<file path="src/rtl/ripple_carry_adder_pkg.sv">
// Shared constants and result type for the ripple-carry adder datapath.
package ripple_carry_adder_pkg;

    localparam int ADDER_WIDTH = 4;

    // Raw {carry, sum} result for the default-width adder.
    typedef logic [ADDER_WIDTH:0] adder_raw_t;

endpackage

</file>
<file path="src/rtl/ripple_carry_adder_if.sv">
// Operand/result bundle for the ripple-carry adder; master drives operands, slave returns the result.
interface ripple_carry_adder_if #(
    parameter int WIDTH = ripple_carry_adder_pkg::ADDER_WIDTH
);
    logic [WIDTH-1:0] a;
    logic [WIDTH-1:0] b;
    logic             c_in;
    logic [WIDTH-1:0] sum;
    logic             c_out;

    modport master (output a, b, c_in, input sum, c_out);
    modport slave  (input a, b, c_in, output sum, c_out);
endinterface

</file>
<file path="src/rtl/ripple_carry_adder_full_adder.sv">
// 1-bit full-adder cell, one link of the carry chain.
// Latency: purely combinational.
// Backpressure: none.
module full_adder (
    input  logic a,
    input  logic b,
    input  logic c_in,
    output logic sum,
    output logic c_out
);
    logic p;

    assign p     = a ^ b;
    assign sum   = p ^ c_in;
    assign c_out = (a & b) | (c_in & p);
endmodule

</file>
<file path="src/rtl/ripple_carry_adder.sv">
// WIDTH-bit ripple-carry adder with registered {c_out, sum}.
// Latency: 1 cycle from operands to result.
// Backpressure: none; accepts a new operand set every cycle.
module ripple_carry_adder
    import ripple_carry_adder_pkg::*;
#(
    parameter int WIDTH = ADDER_WIDTH
) (
    input  logic                 clk,
    input  logic                 rst,
    ripple_carry_adder_if.slave  bus
);
    logic [WIDTH:0]   carry;
    logic [WIDTH-1:0] s;

    logic [WIDTH-1:0] sum_d;
    logic [WIDTH-1:0] sum_q;
    logic             c_out_d;
    logic             c_out_q;

    assign carry[0] = bus.c_in;

    // Explicit per-bit cells keep the carry path a true ripple from c_in to carry[WIDTH].
    for (genvar i = 0; i < WIDTH; i++) begin : g_cell
        full_adder u_fa (
            .a     (bus.a[i]),
            .b     (bus.b[i]),
            .c_in  (carry[i]),
            .sum   (s[i]),
            .c_out (carry[i+1])
        );
    end

    always_comb begin
        sum_d   = s;
        c_out_d = carry[WIDTH];
    end

    always_ff @(posedge clk or posedge rst) begin
        if (rst) begin
            sum_q   <= '0;
            c_out_q <= 1'b0;
        end else begin
            sum_q   <= sum_d;
            c_out_q <= c_out_d;
        end
    end

    assign bus.sum   = sum_q;
    assign bus.c_out = c_out_q;
endmodule

</file>
<file path="src/flat_wrapper.sv">
// flat-port wrapper written by rule: the top's interface ports become plain ports
module ripple_carry_adder_flat import ripple_carry_adder_pkg::*;
#(
    parameter int WIDTH = ADDER_WIDTH
)
  (clk, rst, bus_a, bus_b, bus_c_in, bus_sum, bus_c_out);
  ripple_carry_adder_if #(.WIDTH(WIDTH)) bus_i ();
  input  logic clk;
  input  logic rst;
  input wire logic [$bits(bus_i.a)-1:0] bus_a;
  input wire logic [$bits(bus_i.b)-1:0] bus_b;
  input wire logic [$bits(bus_i.c_in)-1:0] bus_c_in;
  output wire logic [$bits(bus_i.sum)-1:0] bus_sum;
  output wire logic [$bits(bus_i.c_out)-1:0] bus_c_out;
  assign bus_i.a = bus_a;
  assign bus_i.b = bus_b;
  assign bus_i.c_in = bus_c_in;
  assign bus_sum = bus_i.sum;
  assign bus_c_out = bus_i.c_out;
  ripple_carry_adder #(.WIDTH(WIDTH)) u_core (.clk(clk), .rst(rst), .bus(bus_i));
endmodule
</file>
<file path="config.mk">
export PLATFORM = sky130hd
export DESIGN_NAME = ripple_carry_adder_flat
export DESIGN_NICKNAME = d
export VERILOG_FILES = /design/src/rtl/ripple_carry_adder_pkg.sv /design/src/rtl/ripple_carry_adder_if.sv /design/src/rtl/ripple_carry_adder_full_adder.sv /design/src/rtl/ripple_carry_adder.sv /design/src/flat_wrapper.sv
export SDC_FILE = /design/constraint.sdc
export NUM_CORES = 1
export LEC_CHECK = 0
export CAP_MARGIN = 10
export CORE_AREA = 2 2 39 41
export CTS_CLUSTER_DIAMETER = 100
export CTS_CLUSTER_SIZE = 12
export DETAILED_ROUTE_END_ITERATION = 16
export DIE_AREA = 0 0 41 43
export PLACE_DENSITY_LB_ADDON = 0.08
export SLEW_MARGIN = 20
export SYNTH_ARGS = -nofsm -noshare
export SYNTH_HDL_FRONTEND = slang
export SYNTH_SLANG_ARGS = --single-unit
</file>
<file path="constraint.sdc">
create_clock -name clk -period 0.8 [get_ports clk]
set_clock_uncertainty 0.2 [all_clocks]
set_input_delay 0.08 -clock clk [delete_from_list [all_inputs] [get_ports clk]]
set_output_delay 0.08 -clock clk [all_outputs]
set_load 0.02 [all_outputs]
</file>
---- Word level (Yosys, flattened, before mapping) ----
Cells that the tools add are included.
word-level totals
  flip-flop bits (word level) ............. 5
  input port bits ......................... 11
  output and inout port bits .............. 5
  logic and storage cells ................. 22
cells by class
  bitwise logic cells ..................... 20
operator list
  kind               number
  bitwise AND 1 bit  8
  XOR 1 bit          8
  OR 1 bit           4

---- Longest topological paths before layout ----
  word-level depth ........................ 9
  mapped depth ............................ 8
  depth with buffers taken out ............ 8

---- Hierarchy ----
A second synthesis with hierarchy kept.
unflattened totals
  cell total of the unflattened synthesis .. 10
  area total of the unflattened synthesis .. 209.0 um^2
by module, submodules not included
  module              times used  cells each  area an instance (um^2)  sequential area each (um^2)
  ripple_carry_adder  1           6           128.9                    125.1
  full_adder          4           1           20.0                     0.0

---- Least setup slack after synthesis ----
No wires, ideal clock.
  path kind ............................... input port to flip-flop
  start ................................... input bus_c_in
  end ..................................... register u_core.sum_q[3], in the netlist u_core.bus.sum[3]
  library setup time ...................... 0.064 ns
  arrival time ............................ 1.573 ns
  data required time ...................... 0.536 ns
  path slack .............................. -1.037 ns
  stages .................................. 8
  buffers on the path ..................... 0
  path through ............................ inv_1 > fa_1 > inv_1 > fa_1 > fa_1 > inv_1 > fa_1 > inv_1
on the way
  cells in the longest elaborated chain, start to end .. 7
RTL lines
  what                           RTL line                             RTL
  start, declared                flat_wrapper.sv:12                   input wire logic [$bits(bus_i.c_in)-1:0] bus_c_in;
  bitwise AND 1 bit              ripple_carry_adder_full_adder.sv:15  assign c_out = (a & b) | (c_in & p);
  OR 1 bit                       ripple_carry_adder_full_adder.sv:15
  bitwise AND 1 bit              ripple_carry_adder_full_adder.sv:15
  OR 1 bit                       ripple_carry_adder_full_adder.sv:15
  bitwise AND 1 bit              ripple_carry_adder_full_adder.sv:15
  OR 1 bit                       ripple_carry_adder_full_adder.sv:15
  XOR 1 bit                      ripple_carry_adder_full_adder.sv:14  assign sum = p ^ c_in;
  net u_core.g_cell[3].u_fa.sum  ripple_carry_adder_full_adder.sv:8   output logic sum,
  end signal, assigned           ripple_carry_adder.sv:44             sum_q <= sum_d;
  end, declared                  ripple_carry_adder.sv:17             logic [WIDTH-1:0] sum_q;
The timed path passes the listed nets, and every way through them passes these cells.

---- Final worst setup path ----
Ends and elaborated chain as after synthesis.

==> metrics.txt <==
Yosys Warn Count=0; number of iterations in the first detailed-routing pass=1; logic depth of the worst path, buffers included=9; setup violators final=10; kind of end point of the critical path=flop; wire length of the first global-routing pass=614 um; FMAX=594 MHz; final max-slew violation count=0; required time of the worst setup path=780 ps; cell types occupying the most area after synthesis=sky130_fd_sc_hd__dfrtp_1 (51%), sky130_fd_sc_hd__fa_1 (32%), sky130_fd_sc_hd__inv_1 (17%); Placed Instance Area=444 um^2; number of nets in the layout=55; Max Root-Sink Buffers=2; minimum clock period=1680 ps; utilization of the core after routing=34.8%; post-synthesis sequential area ratio=50.8%; Post-Syn Instances=20; static leakage=0.233 nW; count of state elements after synthesis=5; Max VDD drop=0.567 mV; final hold violation count=5; Die Footprint=1760 um^2; violations in the final reports=hold timing, setup timing; Vias/cell=3.22; share of the clock period used by the worst path after layout=210%; worst slew margin relative to its limit=88.6%; number of routed nets with antenna violations=0; Die Width=41 um; Max stage delay on crit path=410 ps; worst hold-check slack=-169 ps; kind of critical path=in -> reg; clock tree from TritonCTS=yes; count of unique library cells instantiated by Yosys=3; top-area cell type share of the netlist area=50.8%; crit-path leading delay family=adder cells; Starting Density=17.8%; vias in the first global route=184; clock root buffer master=sky130_fd_sc_hd__clkbuf_4; PortBufs=15; nets in the synthesized netlist=35; Final Wtd Congestion=0.609; wirelength, routed=389 um; design area=482 um^2; post-detailed-route DRC marker count=0; status=complete, but fails checks; die extent in y=43 um; number of top-level design ports=16; most frequent cells in the layout=sky130_fd_sc_hd__buf_6 (7), sky130_fd_sc_hd__inv_2 (5), sky130_fd_sc_hd__clkdlybuf4s50_1 (5), sky130_fd_sc_hd__dfrtp_1 (5); fill cell count=142; H-tree levels=1; PnR Total Power=0.000876 W; cell breakdown of the critical path=buf_8, inv_12, fa_2, inv_2, fa_2, fa_2, inv_2, fa_2, inv_1; type of the worst min-delay path=in -> async; Ant. Diodes=0; maximum number of pins on one net before global-route repair=6; crit path max-delay cell type=sky130_fd_sc_hd__fa_2; Synth Cell Area=246 um^2; global-route congestion overflow total=0; fin worst setup slack=-884 ps; synthesized area per cell=12.3 um^2; combined flip-flop and latch cell area=125 um^2; GRT Overall Usage=5.99%; Routed WL per cell=7.07 um; total via count in the routed design=177; RSZ-0062 raised after global routing=yes; Buf/Inv on CP=5; post-DP HPWL=357 um; top cell type by total area after synthesis=sky130_fd_sc_hd__dfrtp_1; pre-CTS setup slack=-1680 ps; power per unit of standard cell area=1820 nW/um^2; number of sinks driven by the clock tree=5; area inside the core boundary=1380 um^2; nature of the critical path startpoint=primary input; Num CTS Buffers=3; number of DRC violations after detailed-routing iteration 0=0; antenna violations before repair=0; data arrival time of the critical path=1670 ps; most used cell along the critical path=sky130_fd_sc_hd__fa_2; Multi-input gate area=90.1 um^2; number of standard-cell rows in the floorplan=14; Max-Cap Viols=0; fraction of layout instances using a drive strength above 1=56.4%; Area Overhead vs Synth=95.4%; clock slew at the register clock pins of the worst setup and hold paths=40 ps; Post-CTS Repair Setup Buffers=0; most frequent standard cell in the layout excluding fill and tap cells=sky130_fd_sc_hd__buf_6; slew at the pin with the worst max-slew slack=172 ps; critical-path maximum fanout=1
==> through the flow <==
stage	std cells	setup TNS (ps)
after floorplan	20	-2970
after global placement	51	-8200
after detailed placement	51	-8310
after CTS	55	-3780
after global routing	55	-3760
final	55	-3510
==> cell usage after synthesis <==
master                     n
sky130_fd_sc_hd__dfrtp_1   5
sky130_fd_sc_hd__fa_1      4
sky130_fd_sc_hd__inv_1    11
==> sequential cells by signal (all words and copies together), names as in the netlist <==
signal and flops:
u_core.bus.c_out 1, u_core.bus.sum 4
==> metal layers <==
layer,wire [um],vias to the layer above,global-route usage (%)
met1,120,78,4.33
met2,219,11,8.75
met3,34,2,0
met4,14,0,12.0
met5,0,-,0
li1,-,86,-
==> report_power, final <==
part,switching (W),leakage (nW),internal [W]
sequential,0.0000176,0.0583,0.000296
combinational,0.000124,0.160,0.000154
clock,0.0000966,0.0150,0.000188
==> worst max-delay path by stage <==
stage,from,end
detailed placement,bus_c_in,u_core.bus.sum[3]
finish,bus_c_in,u_core.bus.sum[3]
global placement,bus_c_in,u_core.bus.sum[3]
floorplan,bus_c_in,u_core.bus.sum[3]
CTS,bus_c_in,u_core.bus.sum[3]
global route,bus_c_in,u_core.bus.sum[3]
==> repair_timing <==
action	4_1_cts	5_1_grt
pin swaps	4	4
resized for setup	50	2
endpoints found under the setup margin	10	10
endpoints found under the hold margin	5	5
==> cell families (layout without fill, tap and decap cells) <==
family,Yosys count,after routing,synth area share [%]
adder cells (fa/ha/maj),4,4,32.5
buffers and inverters,11,30,16.8
flip-flops,5,5,50.8
==> area by class of cell <==
type	instances	area share, %
Tap cell	16	4.16
Sequential cell	5	26.0
Inverter	11	12.2
Multi-Input combinational cell	4	18.7
Clock buffer	4	5.45
Timing Repair Buffer	15	33.5
Note: power is estimated with default switching activity, not from simulation.
